`config.mk`:
```
export PLATFORM = sky130hd
export DESIGN_NAME = phys_free_list
export DESIGN_NICKNAME = d
export VERILOG_FILES = /design/src/rtl/phys_free_list_pkg.sv /design/src/rtl/fl_compact_idx.sv /design/src/rtl/phys_free_list.sv
export SDC_FILE = /design/constraint.sdc
export NUM_CORES = 1
export LEC_CHECK = 0
export CAP_MARGIN = 20
export CELL_PAD_IN_SITES_DETAIL_PLACEMENT = 1
export CELL_PAD_IN_SITES_GLOBAL_PLACEMENT = 2
export CORE_AREA = 8 8 205 354
export DETAILED_ROUTE_END_ITERATION = 8
export DIE_AREA = 0 0 213 362
export PLACE_DENSITY = 0.75
export SLEW_MARGIN = 20
export SYNTH_ARGS = -nofsm -noshare
export SYNTH_HDL_FRONTEND = slang
export SYNTH_SLANG_ARGS = --single-unit
export TNS_END_PERCENT = 20
```
`constraint.sdc`:
```
create_clock -name clk -period 9.2 [get_ports clk]
set_clock_uncertainty 0.15 [all_clocks]
set_input_delay 1.84 -clock clk [delete_from_list [all_inputs] [get_ports clk]]
set_output_delay 1.84 -clock clk [all_outputs]
set_load 0.005 [all_outputs]
```
`src/rtl/phys_free_list_pkg.sv`:
```
// Shared sizing and tag type for the physical register free list.
package phys_free_list_pkg;
    localparam int SIZE_PHYSICAL_TABLE = 64;
    localparam int SIZE_RMT            = 32;
    localparam int PHY_INDEX           = 6;
    localparam int DISPATCH_WIDTH      = 4;
    localparam int COMMIT_WIDTH        = 4;
    localparam int FL_DEPTH            = SIZE_PHYSICAL_TABLE - SIZE_RMT;
    localparam int FL_PTR_W            = $clog2(FL_DEPTH);

    typedef logic [PHY_INDEX-1:0] phys_tag_t;
    typedef logic [FL_PTR_W-1:0]  fl_ptr_t;
endpackage

```
`src/rtl/fl_compact_idx.sv`:
```
// Mask to per-slot prefix-count offsets: slot i gets the number of set bits below it.
// Purely combinational; total is the popcount of the whole mask.
module fl_compact_idx #(
    parameter int N = 4,
    parameter int W = $clog2(N + 1)
) (
    input  logic [N-1:0]        mask,
    output logic [N-1:0][W-1:0] offs,
    output logic [W-1:0]        total
);
    logic [W-1:0] acc;

    always_comb begin
        acc  = '0;
        offs = '0;
        for (int i = 0; i < N; i++) begin
            offs[i] = acc;
            acc     = acc + {{(W-1){1'b0}}, mask[i]};
        end
        total = acc;
    end
endmodule

```
`src/rtl/phys_free_list.sv`:
```
// Circular FIFO of free physical tags: all-or-nothing allocation of up to 4 tags per
// cycle (zero latency, presented from head) and compacted reclaim of up to 4 tags per cycle.
module phys_free_list
    import phys_free_list_pkg::*;
(
    input  logic                      clk,
    input  logic                      reset,
    input  logic [DISPATCH_WIDTH-1:0] alloc_req_i,
    input  logic                      rename_ready_i,
    output logic [PHY_INDEX-1:0]      free_tag0_o,
    output logic [PHY_INDEX-1:0]      free_tag1_o,
    output logic [PHY_INDEX-1:0]      free_tag2_o,
    output logic [PHY_INDEX-1:0]      free_tag3_o,
    output logic [DISPATCH_WIDTH-1:0] free_tag_valid_o,
    output logic                      fl_stall_o,
    input  logic [COMMIT_WIDTH-1:0]   commit_free_i,
    input  logic [PHY_INDEX-1:0]      commit_tag0_i,
    input  logic [PHY_INDEX-1:0]      commit_tag1_i,
    input  logic [PHY_INDEX-1:0]      commit_tag2_i,
    input  logic [PHY_INDEX-1:0]      commit_tag3_i,
    output logic [PHY_INDEX:0]        free_count_o,
    output logic                      fl_overflow_o
);
    localparam int AW = $clog2(DISPATCH_WIDTH + 1);
    localparam int CMW = $clog2(COMMIT_WIDTH + 1);
    localparam int CW = PHY_INDEX + 1;

    phys_tag_t fl_mem [FL_DEPTH];
    fl_ptr_t   head_ptr;
    fl_ptr_t   tail_ptr;
    logic [CW-1:0] count;
    logic          overflow;

    logic [DISPATCH_WIDTH-1:0][AW-1:0] rd_offs;
    logic [AW-1:0]                     need;
    logic [COMMIT_WIDTH-1:0][CMW-1:0]  wr_offs;
    logic [CMW-1:0]                    npush;

    fl_compact_idx #(.N(DISPATCH_WIDTH), .W(AW)) u_alloc_idx (
        .mask  (alloc_req_i),
        .offs  (rd_offs),
        .total (need)
    );

    fl_compact_idx #(.N(COMMIT_WIDTH), .W(CMW)) u_commit_idx (
        .mask  (commit_free_i),
        .offs  (wr_offs),
        .total (npush)
    );

    phys_tag_t       commit_tag [COMMIT_WIDTH];
    phys_tag_t       free_tag   [DISPATCH_WIDTH];
    logic            grant;
    logic [CW-1:0]   pop_n;
    logic [CW:0]     sum_next;
    logic            push_ovf;
    logic [CW-1:0]   count_next;

    assign commit_tag[0] = commit_tag0_i;
    assign commit_tag[1] = commit_tag1_i;
    assign commit_tag[2] = commit_tag2_i;
    assign commit_tag[3] = commit_tag3_i;

    // Stall uses registered count only; same-cycle reclaims are not visible yet.
    assign fl_stall_o = rename_ready_i && (CW'(need) > count);
    assign grant      = rename_ready_i && !fl_stall_o && (need != '0);

    always_comb begin
        for (int i = 0; i < DISPATCH_WIDTH; i++) begin
            free_tag[i] = '0;
            if (grant && alloc_req_i[i])
                free_tag[i] = fl_mem[fl_ptr_t'(head_ptr + fl_ptr_t'(rd_offs[i]))];
        end
    end

    assign free_tag0_o      = free_tag[0];
    assign free_tag1_o      = free_tag[1];
    assign free_tag2_o      = free_tag[2];
    assign free_tag3_o      = free_tag[3];
    assign free_tag_valid_o = grant ? alloc_req_i : '0;

    // A push that would overfill the list is dropped whole; the pop still happens.
    assign pop_n      = grant ? CW'(need) : '0;
    assign sum_next   = {1'b0, count} - {1'b0, pop_n} + (CW+1)'(npush);
    assign push_ovf   = sum_next > (CW+1)'(FL_DEPTH);
    assign count_next = push_ovf ? (count - pop_n) : sum_next[CW-1:0];

    always_ff @(posedge clk) begin
        if (!reset) begin
            for (int k = 0; k < FL_DEPTH; k++)
                fl_mem[k] <= phys_tag_t'(SIZE_RMT + k);
            head_ptr <= '0;
            tail_ptr <= '0;
            count    <= CW'(FL_DEPTH);
            overflow <= 1'b0;
        end else begin
            if (grant)
                head_ptr <= fl_ptr_t'(head_ptr + fl_ptr_t'(need));
            if (push_ovf) begin
                overflow <= 1'b1;
            end else begin
                for (int i = 0; i < COMMIT_WIDTH; i++)
                    if (commit_free_i[i])
                        fl_mem[fl_ptr_t'(tail_ptr + fl_ptr_t'(wr_offs[i]))] <= commit_tag[i];
                tail_ptr <= fl_ptr_t'(tail_ptr + fl_ptr_t'(npush));
            end
            count <= count_next;
        end
    end

    assign free_count_o  = count;
    assign fl_overflow_o = overflow;
endmodule

```
**After elaboration in Yosys (flattened, before gate mapping)**

Memory sizes are Yosys's and may differ from the RTL's. A register that Yosys moved wholly into a read port is not among the register bits.
Index checks and enable logic that the tools add are counted.

- Multiplexer cells: 38
- $add $sub $neg: 17
- Reductions and logical operators: 13
- Order comparisons: 2

Operators with widths:

| kind | count |
|---|---|
| $mux W6 | 8 |
| $add A5 B3 Y5 | 6 |
| $mux W5 | 6 |
| $reduce_or A6 Y1 | 4 |
| $mux W1 | 21 |
| $add A3 B1 Y3 | 4 |
| $add A5 B1 Y5 | 2 |
| $add A8 B3 Y8 | 1 |
| $gt A8 B6 Y1 const B | 1 |
| $sub A7 B3 Y8 | 1 |
| $gt A3 B7 Y1 | 1 |
| $logic_and A1 B1 Y1 | 7 |
| $mux W7 | 1 |
| $sub A7 B3 Y7 | 1 |
| $add A1 B1 Y2 | 2 |
| $mux W4 | 1 |
| $mux W3 | 1 |
| $reduce_bool A3 Y1 | 1 |
| $logic_not A1 Y1 | 1 |

- Word-level logic and storage cells: 75
- Bits in writable memories: 192
- Bits of input ports: 35
- Register bits after elaboration: 18
- Output and inout port bits: 37
- Memories: 1

Memories:

| name | words | bits a word | read ports | clocked after memory_dff | write ports | RTL line | text |
|---|---|---|---|---|---|---|---|
| fl_mem | 32 | 6 | 4 | 1 | 32 | phys_free_list.sv:28 | `phys_tag_t fl_mem [FL_DEPTH];` |

**Depth between registers and ports, before layout**

- Depth after elaboration: 17
- Gate-level depth with buffers: 22
- Mapped depth without buffers: 20

**By module**

Synthesis repeated with hierarchy kept, for this count alone.

- Cells, all modules: 2413
- Area total of the unflattened synthesis: 23221.0 µm²

By module, submodules not included:

| module | instances | cells each | seq. area each (µm²) | area an instance (µm²) |
|---|---|---|---|---|
| phys_free_list | 1 | 2365 | 6125.9 | 22853.2 |
| fl_compact_idx | 2 | 24 | 0.0 | 183.9 |

**Worst setup path after synthesis**

No wires, ideal clock.

- Path type: input to register
- From: input port alloc_req_i[0]
- To: memory fl_mem[31][0] (netlist bit), enable pin
- Stages: 19
- Buffers on the path: 2
- Required time: 8.673 ns
- Library setup time: 0.377 ns
- Path slack: 1.519 ns
- Data arrival time: 7.153 ns
- Path through: fa_1 > ha_1 > fa_1 > ha_1 > nor2b_1 > o21a_1 > o2111a_1 > nor2b_1 > nand2_1 > fa_1 > ha_1 > a211o_1 > a311oi_2 > xnor2_1 > o221a_2 > buf_6 > buf_2 > nand4_1 > o21ai_0

RTL lines:

| element | RTL line | text |
|---|---|---|
| start: declaration | phys_free_list.sv:8 | `input logic [DISPATCH_WIDTH-1:0] alloc_req_i,` |
| end: declaration | phys_free_list.sv:28 |  |

==> reports/results.ini <==
[clocking]
cts_buffers = 23
postCtsSetupRepairBufs = 0
clock_latency_ps = 570
cts_tree = yes
cts_resized = 0
ctsLongestPathBuffers = 3
cts_sinks = 215
hold_buffers = 0
h-tree-depth = 1
clk_pin_slew_ps = 70
root_buffer = clkbuf_16

[place]
port_buffers = 71
dp_slack_ps = 104
hpwl_um = 101000
gp_congestion = 1.10

[sta]
tns_ps = 0
rsz0062_at_grt = false
tightestPinTransition_ps = 1240
setup_ws_ps = 551
max_clock_freq_ghz = 0.116
fin_crit_sh_pct = 94.0
hold_violations = 0
maxSlewViolCount = 0
max_slew_margin_pct = 16.8
finalSetupViolCount = 0
period_minus_slack_ps = 8650

[synth]
yosys_most_used_dff = edfxtp_1
syn_nets = 2440
avgSynthCellArea_um2 = 10.0
async_flop_share_pct = 0
ys_seq_area_share_pct = 26.5
synth_area_um2 = 23500
synth_edf_count = 192
synth_cell_types = 100
ys_seq_elements = 215
yosysWarnings = 0
syn_inst = 2345

[run_status]
outcome = complete, no violations

[floorplanning]
die_area_um2 = 77100
ioPinCount = 72
start_util_pct = 34.6
coreArea_um2 = 67900
die_h_um = 362
rows = 127
die_x_um = 213

[global_routing]
grt_pass1_wl_um = 183000
antenna_found_initial = 5
grt_max_degree = 58
grt_usage_pct = 33.4
first_global_vias = 22456
overflow = 0

[power]
p_sw_share_pct = 50.2
power_mw = 6.10
power_density_nw_per_um2 = 234
peakVddDrop_mv = 0.217
pwr-share-comb_pct = 63.2
power.switching_mw = 3.06
internal-power_mw = 3.04
pwr-share-clk_pct = 16.2
pwr-share-seq_pct = 20.6
power.leakage_nw = 7.59

[hold_path]
min_path_type = register to register
hold_depth = 1

[setup_path]
r2r-end = fl_mem[8][3]
arrival_ps = 8690
reg2reg_from = free_count_o[1]
crit_path_end = fl_mem[8][3]
critPathLaunch = alloc_req_i[0]
crit_path_max_fanout = 38
r2r_cells = 17
cp_cell_sequence = clkdlybuf4s50_1 -> fa_1 -> ha_1 -> fa_1 -> ha_1 -> nor2b_1 -> o21a_1 -> o2111a_1 -> nor2b_1 -> nand2_1 -> fa_1 -> ha_1 -> a211o_1 -> a311oi_2 -> xnor2_1 -> o221a_4 -> buf_12 -> buf_4 -> nand3_1 -> o2111ai_1
crit_family = adder cells
cp.required_ps = 9250
crit_buf_inv = 3
worstSetupStartpointType = input pin
crit_cells = 20
crit_type = input pin to register
cp-end-kind = register
slowest_delay_ps = 640
rrSetupSlack_ps = 3230
cp_slowest_cell = fa_1

[detailed_routing]
dr.pass1.iters = 8
wl_per_cell_um = 40.7
vias = 22917
drt-vias-per-instance = 7.13
drtAntennaViolNets = 0
drc = 0
drt-initial-drc-count = 2924
wl_um = 131000

[cells_and_area]
area_growth_pct = 11.1
final_nets = 2387
drive_gt1_share_pct = 21.8

[job]
cap_violations = 0

[registers in the layout, summed over array words and instances (netlist names), named ones only]
name,flops
tail_ptr,5
fl_mem,192
free_count_o,7
fl_overflow_o,1
head_ptr,5
[how the worst min path moves through the flow]
| stage | endpoint | startpoint |
|---|---|---|
| 2_1_floorplan | fl_overflow_o | fl_overflow_o |
| 3_3_place_gp | fl_overflow_o | fl_overflow_o |
| 3_5_place_dp | fl_overflow_o | fl_overflow_o |
| 4_1_cts | fl_overflow_o | fl_overflow_o |
| 5_1_grt | fl_overflow_o | fl_overflow_o |
| 6_report | fl_overflow_o | fl_overflow_o |
[cell usage after synthesis, drive strengths merged (23+ instances only)]
| library cell | n | area, µm² |
|---|---|---|
| mux4 | 240 | 5410 |
| nor2 | 222 | 851 |
| edfxtp | 192 | 5770 |
| clkbuf | 168 | 632 |
| nand2 | 167 | 627 |
| a21oi | 143 | 719 |
| buf | 98 | 504 |
| nand3 | 96 | 485 |
| a211oi | 84 | 631 |
| o21ai | 81 | 405 |
| mux2i | 74 | 741 |
| nor4 | 63 | 554 |
| inv | 47 | 176 |
| ha | 46 | 576 |
| mux2 | 45 | 507 |
| nor3 | 43 | 226 |
| o211ai | 40 | 300 |
| a31oi | 33 | 206 |
| a221oi | 31 | 278 |
| o2111ai | 28 | 245 |
| nor2b | 24 | 150 |
| dfxtp | 23 | 460 |
[worst register-to-register path, delay by kind of cell, from the launching register on]
family / cells / cell delay, ps
AOI/OAI and AO/OA: 6 / 1820
adders and majority gates: 3 / 1170
and+or+nand+nor: 4 / 870
buffers and inverters: 3 / 760
DFF: 1 / 430
xor gates and xnor gates: 1 / 380
[power by group through the flow]
stage / Clock, mW / Sequential, mW / Combinational [mW]
final: 0.987 / 1.26 / 3.85
after global routing: 1.03 / 1.27 / 3.98
after floorplan: 0 / 1.21 / 2.40
after detailed placement: 0 / 1.28 / 3.73
after CTS: 0.995 / 1.25 / 3.74
after global placement: 0 / 1.27 / 3.66
[per-layer routing]
layer | GRT usage [%] | vias up | wire length [µm]
met4 | 29.6 | 2 | 14800
met3 | 4.97 | 453 | 9910
li1 | - | 9327 | -
met2 | 54.0 | 1679 | 61200
met5 | 0 | - | 13
met1 | 37.9 | 11456 | 44900
[cell families after synthesis]
logic type,count (synthesis),synth area share [%]
compound gates,627,18.7
xor+xnor,27,1.01
fa+ha+maj,60,3.65
buf+inv,315,5.62
flops,215,26.5
mux,359,28.3
simple gates,742,16.2
[stage by stage]
| step | instance area [µm²] | instances | util [%] | hold WS (ps) |
|---|---|---|---|---|
| 6_report | 26100 | 3216 | 38.4 | 321 |
| 5_1_grt | 26100 | 3212 | 38.4 | 356 |
| 4_1_cts | 26000 | 3211 | 38.4 | 327 |
| 3_5_place_dp | 25300 | 3169 | 37.2 | 311 |
| 3_3_place_gp | 25300 | 3169 | 37.2 | 309 |
| 2_1_floorplan | 23500 | 2345 | - | 314 |
[layout by cell type (no fill, tap or decap), drive strengths merged, types with 10 or more instances in the layout]
master | Yosys | final
o221ai | 11 | 11
o2111ai | 28 | 28
ha | 46 | 46
a21o | 13 | 13
fa | 14 | 14
a21oi | 143 | 143
mux4 | 240 | 240
a31oi | 33 | 33
and3 | 20 | 20
a32oi | 15 | 15
mux2i | 74 | 74
nor3 | 43 | 43
o311ai | 11 | 11
nand4 | 17 | 17
nor2b | 24 | 24
nand2b | 16 | 16
clkbuf | 168 | 23
nand3 | 96 | 96
a211oi | 84 | 84
or3 | 13 | 13
o41ai | 10 | 10
buf | 98 | 118
o21ai | 81 | 81
and2 | 17 | 17
xnor2 | 20 | 20
nor4 | 63 | 63
dfxtp | 23 | 23
nor2 | 222 | 222
o211ai | 40 | 40
clkinv | 2 | 13
edfxtp | 192 | 192
o22ai | 21 | 21
inv | 47 | 52
mux2 | 45 | 45
a221oi | 31 | 31
nand2 | 167 | 167
clkdlybuf4s50 | 0 | 70
a2111oi | 16 | 16
[area by class of cell]
| type | instances | area, µm² |
|---|---|---|
| multi-input cells | 1815 | 16100 |
| well taps | 903 | 1130 |
| repair buffers | 188 | 1680 |
| clock buffers | 23 | 576 |
| flip-flops and latches | 215 | 6230 |
| fillers | 7501 | 41800 |
| diodes | 4 | 10.0 |
| inverters | 49 | 184 |
| clock inverters | 19 | 191 |
Note: power is estimated with default switching activity, not from simulation.
